`src/rtl/pipe_ctrl_pkg.sv`:
```
// pipe_ctrl_pkg: shared state encoding, register-zero constant and opcodes for the hazard controller.
package pipe_ctrl_pkg;
    typedef enum logic [1:0] {RUN, LU_STALL, MEM_WAIT, ERR} state_t;
    localparam logic [4:0] REG_ZERO = 5'd0;
    localparam logic [5:0] Rformat = 6'b000000;
    localparam logic [5:0] LW      = 6'b100011;
    localparam logic [5:0] SW      = 6'b101011;
    localparam logic [5:0] BEQ     = 6'b000100;
endpackage

```
`src/rtl/pipe_sat_counter.sv`:
```
// pipe_sat_counter: event counter that sticks at all-ones instead of wrapping.
module pipe_sat_counter #(
    parameter int WIDTH = 16
) (
    input  logic             clk,
    input  logic             rst,
    input  logic             inc,
    output logic [WIDTH-1:0] cnt
);
    logic [WIDTH-1:0] r_cnt;
    always_ff @(posedge clk)
        if (rst) r_cnt <= '0;
        else if (inc && !(&r_cnt)) r_cnt <= r_cnt + 1'b1;
    assign cnt = r_cnt;
endmodule

```
`src/rtl/pipe_hazard_ctrl.sv`:
```
// pipe_hazard_ctrl: load-use / branch-flush / memory-wait stall controller with timeout trap.
// Define HAZARD_PERF_CNT_EN to add saturating performance counters.
module pipe_hazard_ctrl
    import pipe_ctrl_pkg::*;
#(
    parameter int MEM_TIMEOUT = 16,
    parameter int CNT_W       = 16
) (
    input  logic       clk,
    input  logic       rst,
    input  logic       idex_memread,
    input  logic [4:0] idex_rt,
    input  logic [4:0] ifid_rs,
    input  logic [4:0] ifid_rt,
    input  logic       exmem_branch_taken,
    input  logic       mem_req,
    input  logic       mem_ack,
    output logic       pc_write,
    output logic       ifid_write,
    output logic       ifid_flush,
    output logic       idex_bubble,
    output logic       exmem_bubble,
    output logic       pipe_hold,
    output logic       mem_err
`ifdef HAZARD_PERF_CNT_EN
    ,
    output logic [CNT_W-1:0] lu_stall_cnt,
    output logic [CNT_W-1:0] flush_cnt,
    output logic [CNT_W-1:0] mem_wait_cnt
`endif
);
    state_t     r_state, w_state_nx;
    logic [7:0] r_tmo, w_tmo_nx;
    logic       w_active, w_mem_wait, w_flush, w_lu;

    always_ff @(posedge clk)
        if (rst) begin
            r_state <= RUN;
            r_tmo   <= '0;
        end else begin
            r_state <= w_state_nx;
            r_tmo   <= w_tmo_nx;
        end

    // LU_STALL behaves like RUN except that load-use detection is masked
    always_comb begin
        w_active   = r_state == RUN || r_state == LU_STALL;
        w_mem_wait = (w_active && mem_req && !mem_ack) || (r_state == MEM_WAIT && !mem_ack);
        w_flush    = w_active && !w_mem_wait && exmem_branch_taken;
        w_lu       = r_state == RUN && !w_mem_wait && !exmem_branch_taken && idex_memread &&
                     idex_rt != REG_ZERO && (idex_rt == ifid_rs || idex_rt == ifid_rt);
        w_tmo_nx   = r_state == MEM_WAIT ? r_tmo + 8'd1 : 8'd0;
        w_state_nx = r_state == ERR ? ERR :
                     r_state == MEM_WAIT ? (mem_ack ? RUN : w_tmo_nx >= 8'(MEM_TIMEOUT) ? ERR : MEM_WAIT) :
                     w_mem_wait ? MEM_WAIT : w_lu ? LU_STALL : RUN;
        pc_write     = !rst && r_state != ERR && !w_mem_wait && !w_lu;
        ifid_write   = pc_write;
        ifid_flush   = !rst && w_flush;
        idex_bubble  = !rst && (w_flush || w_lu);
        exmem_bubble = !rst && w_flush;
        pipe_hold    = rst || r_state == ERR || w_mem_wait;
        mem_err      = !rst && r_state == ERR;
    end

`ifdef HAZARD_PERF_CNT_EN
    pipe_sat_counter #(.WIDTH(CNT_W)) u_lu_cnt (
        .clk(clk), .rst(rst), .inc(w_lu), .cnt(lu_stall_cnt));
    pipe_sat_counter #(.WIDTH(CNT_W)) u_flush_cnt (
        .clk(clk), .rst(rst), .inc(w_flush), .cnt(flush_cnt));
    pipe_sat_counter #(.WIDTH(CNT_W)) u_mw_cnt (
        .clk(clk), .rst(rst), .inc(r_state == MEM_WAIT), .cnt(mem_wait_cnt));
`endif
endmodule

```
`config.mk`:
```
export PLATFORM = sky130hd
export DESIGN_NAME = pipe_hazard_ctrl
export DESIGN_NICKNAME = d
export VERILOG_FILES = /design/src/rtl/pipe_ctrl_pkg.sv /design/src/rtl/pipe_sat_counter.sv /design/src/rtl/pipe_hazard_ctrl.sv
export SDC_FILE = /design/constraint.sdc
export NUM_CORES = 1
export LEC_CHECK = 0
export BUFFER_PORTS_ARGS = -buffer_cell sky130_fd_sc_hd__buf_4
export CORE_AREA = 2 2 39 41
export CTS_BUF_LIST = sky130_fd_sc_hd__clkbuf_8
export DETAILED_ROUTE_END_ITERATION = 10
export DIE_AREA = 0 0 41 43
export PLACE_DENSITY = 0.8
export REMOVE_ABC_BUFFERS = 1
export SLEW_MARGIN = 0
export SYNTH_ARGS = -nofsm -noshare
export SYNTH_HDL_FRONTEND = slang
export SYNTH_SLANG_ARGS = --single-unit
```
`constraint.sdc`:
```
create_clock -name clk -period 2.55 [get_ports clk]
set_clock_uncertainty 0.2 [all_clocks]
set_input_delay 0.255 -clock clk [delete_from_list [all_inputs] [get_ports clk]]
set_output_delay 0.255 -clock clk [all_outputs]
set_load 0.05 [all_outputs]
```
# ---- Word-level counts from Yosys, hierarchy flattened
# Index checks and enable logic that the tools add are counted.
dict set report totals {
  ff_bits 10
  latchBits 0
  ram_bits 0
  romBits 0
  in_bits 21
  output_inout_bits 7
  memories 0
}
dict set report classes {
  addsub 1
  n_mul 0
  n_div 0
  order_cmp 1
  eq_ne 6
  shift 0
  muxes 7
  bitwise_logic 0
  reduce_logical 29
}
# cell count
set ops {}
lappend ops {{logical AND 1 bit} 16}
lappend ops {{equality test 5 bit} 2}
lappend ops {{adder 8 x 1 -> 8 bit (second input constant)} 1}
lappend ops {{>= comparator 8 x 5 -> 1 bit (second input constant)} 1}
lappend ops {{two-way mux 2 bit} 4}
lappend ops {{two-way mux 8 bit} 1}
lappend ops {{logical OR 1 bit} 6}
lappend ops {{logical NOT 1 bit} 5}
lappend ops {{nonzero test 5 bit} 1}
lappend ops {{equality test 2 bit (second input constant)} 2}
lappend ops {{equality test 2 x 1 -> 1 bit (second input constant)} 1}
lappend ops {{logical NOT 2 bit} 1}
lappend ops {{two-way mux 1 bit} 2}
lappend ops {{!= test 2 bit (second input constant)} 1}

# ---- Longest topological paths before layout
dict set report logic_depth {
  word_depth 15
  mapped_depth 6
  ltp_nobuf 6
}

# ---- Worst setup path after synthesis
# No wires, ideal clock.
dict set report synth_path {
  path_type {input -> output}
  startpoint {input mem_ack}
  endpoint {output pc_write}
  t_arrival_ns 1.757
  required_ns 2.095
  slack_ns 0.338
  stages 6
  n_path_buf 1
  cell_sequence {inv_1 -> a21oi_1 -> a21o_1 -> nand2b_1 -> and2b_1 -> buf_4}
}
dict set report synth_between {
  elab_chain_cells 11
  word_cells_on_any_way 13
  cone_classes {13 x reduce/logical}
}
# element line_no
set synth_lines {}
lappend synth_lines {{from (decl)} pipe_hazard_ctrl.sv:17} ;# input logic mem_ack,
lappend synth_lines {{logical NOT 1 bit (*)} pipe_hazard_ctrl.sv:48} ;# w_mem_wait = (w_active && mem_req && !mem_ack) || (r_state == MEM_WAIT && !mem_ack);
lappend synth_lines {{logical AND 1 bit} pipe_hazard_ctrl.sv:48}
lappend synth_lines {{logical OR 1 bit (*)} pipe_hazard_ctrl.sv:48}
lappend synth_lines {{logical NOT 1 bit (*)} {pipe_hazard_ctrl.sv:50, pipe_hazard_ctrl.sv:56}}
lappend synth_lines {{logical AND 1 bit (4 in series)} pipe_hazard_ctrl.sv:50} ;# w_lu = r_state == RUN && !w_mem_wait && !exmem_branch_taken && idex_memread &&
lappend synth_lines {{logical AND 1 bit} pipe_hazard_ctrl.sv:51} ;# idex_rt != REG_ZERO && (idex_rt == ifid_rs || idex_rt == ifid_rt);
lappend synth_lines {{logical NOT 1 bit} pipe_hazard_ctrl.sv:56} ;# pc_write = !rst && r_state != ERR && !w_mem_wait && !w_lu;
lappend synth_lines {{logical AND 1 bit (*)} pipe_hazard_ctrl.sv:56}
lappend synth_lines {{to (decl)} pipe_hazard_ctrl.sv:18} ;# output logic pc_write,
# Mark *: on every way between the ends. The rest lies on a longest branch, timed or not.

# ---- Worst setup path after layout
dict set report layout_path {
  startpoint {input idex_rt[1]}
  endpoint {output pc_write}
}
dict set report layout_between {
  elab_chain_cells 5
  word_cells_on_any_way 8
  cone_classes {2 x eq/ne; 6 x reduce/logical}
}
# element line_no
set layout_lines {}
lappend layout_lines {{from (decl)} pipe_hazard_ctrl.sv:12} ;# input logic [4:0] idex_rt,
lappend layout_lines {{equality test 5 bit or nonzero test 5 bit (tied branches)} pipe_hazard_ctrl.sv:51}
lappend layout_lines {{logical OR 1 bit or logical AND 1 bit (tied branches)} {pipe_hazard_ctrl.sv:51, pipe_hazard_ctrl.sv:50}}
lappend layout_lines {{logical AND 1 bit (*)} pipe_hazard_ctrl.sv:51}
lappend layout_lines {{logical NOT 1 bit (*)} pipe_hazard_ctrl.sv:56}
lappend layout_lines {{logical AND 1 bit (*)} pipe_hazard_ctrl.sv:56}
# Marks and branches as above.

==> flow_summary.json <==
{
  "rows": 14,
  "io_pins": 28,
  "cpMaxStageDelayCell": "or4_1",
  "syn_avg_cell_area_um2": 8.58,
  "dp_hpwl_um": 1130,
  "timing.slew.headroom_pct": 82.4,
  "outcome": "completed",
  "routed.top_layer": "met4",
  "grt_usage_pct": 20.0,
  "cp_data_required_time_ns": 2.10,
  "critPathMaxFanout": 3,
  "slew_viol_final": 0,
  "routed_wl_um": 1440,
  "max_stage_delay_ns": 0.55,
  "fin_util_pct": 63.0,
  "ys.warnings.count": 0,
  "setup.worst_path.start": "idex_rt[1]",
  "regToRegSetupSlack_ns": 0.89,
  "clock_power_share_pct": 44.5,
  "p_leak_nw": 0.384,
  "wl_met2_um": 768,
  "worst-setup-path-type": "input port to output port",
  "vias": 595,
  "gr-total-overflow": 0,
  "final_hold_viol_count": 0,
  "cts_hold_buffers": 0,
  "first_pass_iters": 4,
  "placed_area_um2": 817,
  "area_delta_synth_final_pct": 43.1,
  "p_per_area_nw_per_um2": 512,
  "finalCritPeriodShare_pct": 76.8,
  "antenna_found_initial": 0,
  "antenna_left": 0,
  "synth_cell_types": 27,
  "port_buffers": 27,
  "place.gp.congestion": 0.743,
  "grt_max_degree": 8,
  "antennaDiodeCount": 0,
  "syn-cell-area_um2": 609,
  "cts-resized-gates": 0,
  "crit_family": "simple AND/OR/NAND/NOR gates",
  "crit_arrival_ns": 1.50,
  "cts_buffers": 3,
  "setup_tns_ns": 0,
  "core_area_um2": 1380,
  "seq_power_share_pct": 35.5,
  "cts_root_buf": "clkbuf_8",
  "initial_core_util_pct": 44.0,
  "critPathLaunchType": "input port",
  "worst_pin_slew_ns": 0.261,
  "drc": 0,
  "clk_latency_ns": 0.23,
  "critPathMostFrequentCell": "buf_4",
  "p_sw_uw": 110,
  "crit_buf_inv": 2,
  "post_cts_buffers": 0,
  "netlist.area_leader.share_pct": 32.9,
  "wl_met3_um": 46,
  "grt_first_pass_wirelength_um": 2340,
  "setup.worst_path.end_class": "output port",
  "via_per_inst": 5.13,
  "path_cells": "buf_4 -> or4_1 -> o221ai_2 -> and2b_1 -> buf_4",
  "drt-initial-drc-count": 19,
  "wl_per_cell_um": 12.4,
  "finalSetupViolations": 0,
  "die_h_um": 43,
  "p_int_uw": 336,
  "worstHoldStart": "rst",
  "cts_tree": "built",
  "yosysTopAreaCell": "dfxtp_1",
  "maxCapViolCount": 0,
  "power.share.combinational_pct": 20.0,
  "max_freq_mhz": 511,
  "rsz0062_at_grt": "no",
  "nNetsFinal": 123,
  "report.power.total_uw": 446,
  "cts_sinks": 10,
  "m1WireLength_um": 616,
  "die_area_um2": 1760,
  "ys_ff_latch": 10,
  "fin_crit_ns": 1.96,
  "layout-drive-gt1-share_pct": 32.0,
  "cts_max_level": 1,
  "die_width_um": 41,
  "path_clk_slew_ns": 0.05,
  "r2r_start": "r_tmo[0]",
  "ys_seq_area_share_pct": 32.9,
  "synthTopCellsByArea": "dfxtp_1 33%, xnor2_1 11%, xor2_1 11%",
  "min_path_type": "input port to register",
  "cts_buffer_depth": 2,
  "design_area_um2": 872,
  "max-vdd-ir-drop_mv": 0.263,
  "swShare_pct": 24.7,
  "first_global_vias": 564,
  "synthCells": 71
}
## path summary, 6_finish.rpt
| kind | cells past startpoint | end |
|---|---|---|
| worst max-delay path | 5 | pc_write |
| worst min-delay path | 2 | r_state[1] |
| worst max register to register | 5 | r_state[0] |
| worst min register to register | 1 | r_tmo[0] |
## cell families (layout without fill, tap and decap cells)
group	after synthesis	after routing	synth area share, %
simple gates	32	32	27.5
xor+xnor	16	16	23.0
flops	10	10	32.9
compound gates	8	8	10.9
buf+inv	4	33	3.70
fa+ha+maj	1	1	2.05
## routing by layer
| layer | track usage, % | vias up |
|---|---|---|
| met5 | 0 | - |
| met4 | 9.33 | 0 |
| met3 | 7.85 | 2 |
| met2 | 30.3 | 15 |
| met1 | 23.5 | 273 |
| li1 | - | 305 |
## synth_stat cells
library cell  count
nor2_1            9
inv_1             2
a21o_1            1
nand2b_1          1
dfxtp_1          10
and2_1            2
o2bb2ai_1         1
nor2b_1           1
or4_1             1
and2b_1           1
ha_1              1
nand4_1           1
o221ai_2          1
o21bai_1          1
nand3_1           4
o221ai_1          1
and4_1            1
and3b_1           1
xnor2_1           8
a21oi_1           2
or3_1             1
and3_1            3
xor2_1            8
o41ai_1           1
nand2_1           4
nor3_1            2
buf_4             2
## registers in the layout (all words and copies together) (netlist names)
signal and count:
r_state 2, r_tmo 8
## power by group through the flow
stage,clock network [mW],logic (mW),registers [mW]
detailed placement,0,0.0896,0.161
global placement,0,0.0881,0.161
CTS,0.201,0.0901,0.158
finish,0.198,0.0893,0.158
floorplan,0,0.0467,0.161
global route,0.217,0.0952,0.158
## cells in the final DEF (no fill, tap or decap), drive strengths merged
cell     instances
a21o             1
a21oi            2
and2             2
and2b            1
and3             3
and3b            1
and4             1
buf             27
clkbuf           4
dfxtp           10
ha               1
inv              2
nand2            4
nand2b           1
nand3            4
nand4            1
nor2             9
nor2b            1
nor3             2
o21bai           1
o221ai           2
o2bb2ai          1
o41ai            1
or3              1
or4              1
xnor2            8
xor2             8
## area by class of cell
type                            instances  area, um^2
Clock buffer                            4        55.1
Fill cell                             129         512
Inverter                                2        7.51
Multi-Input combinational cell         57         387
Sequential cell                        10         200
Tap cell                               16        20.0
Timing Repair Buffer                   27         203
## metrics by stage
stage,instances,setup slack (ns),hold WS [ns]
6_report,116,0.592,0.0165
5_1_grt,116,0.515,0.0102
4_1_cts,116,0.578,0.0175
3_5_place_dp,112,0.583,0.253
3_3_place_gp,112,0.603,0.242
2_1_floorplan,69,0.279,0.127
Power figures use the tool's default switching activity.
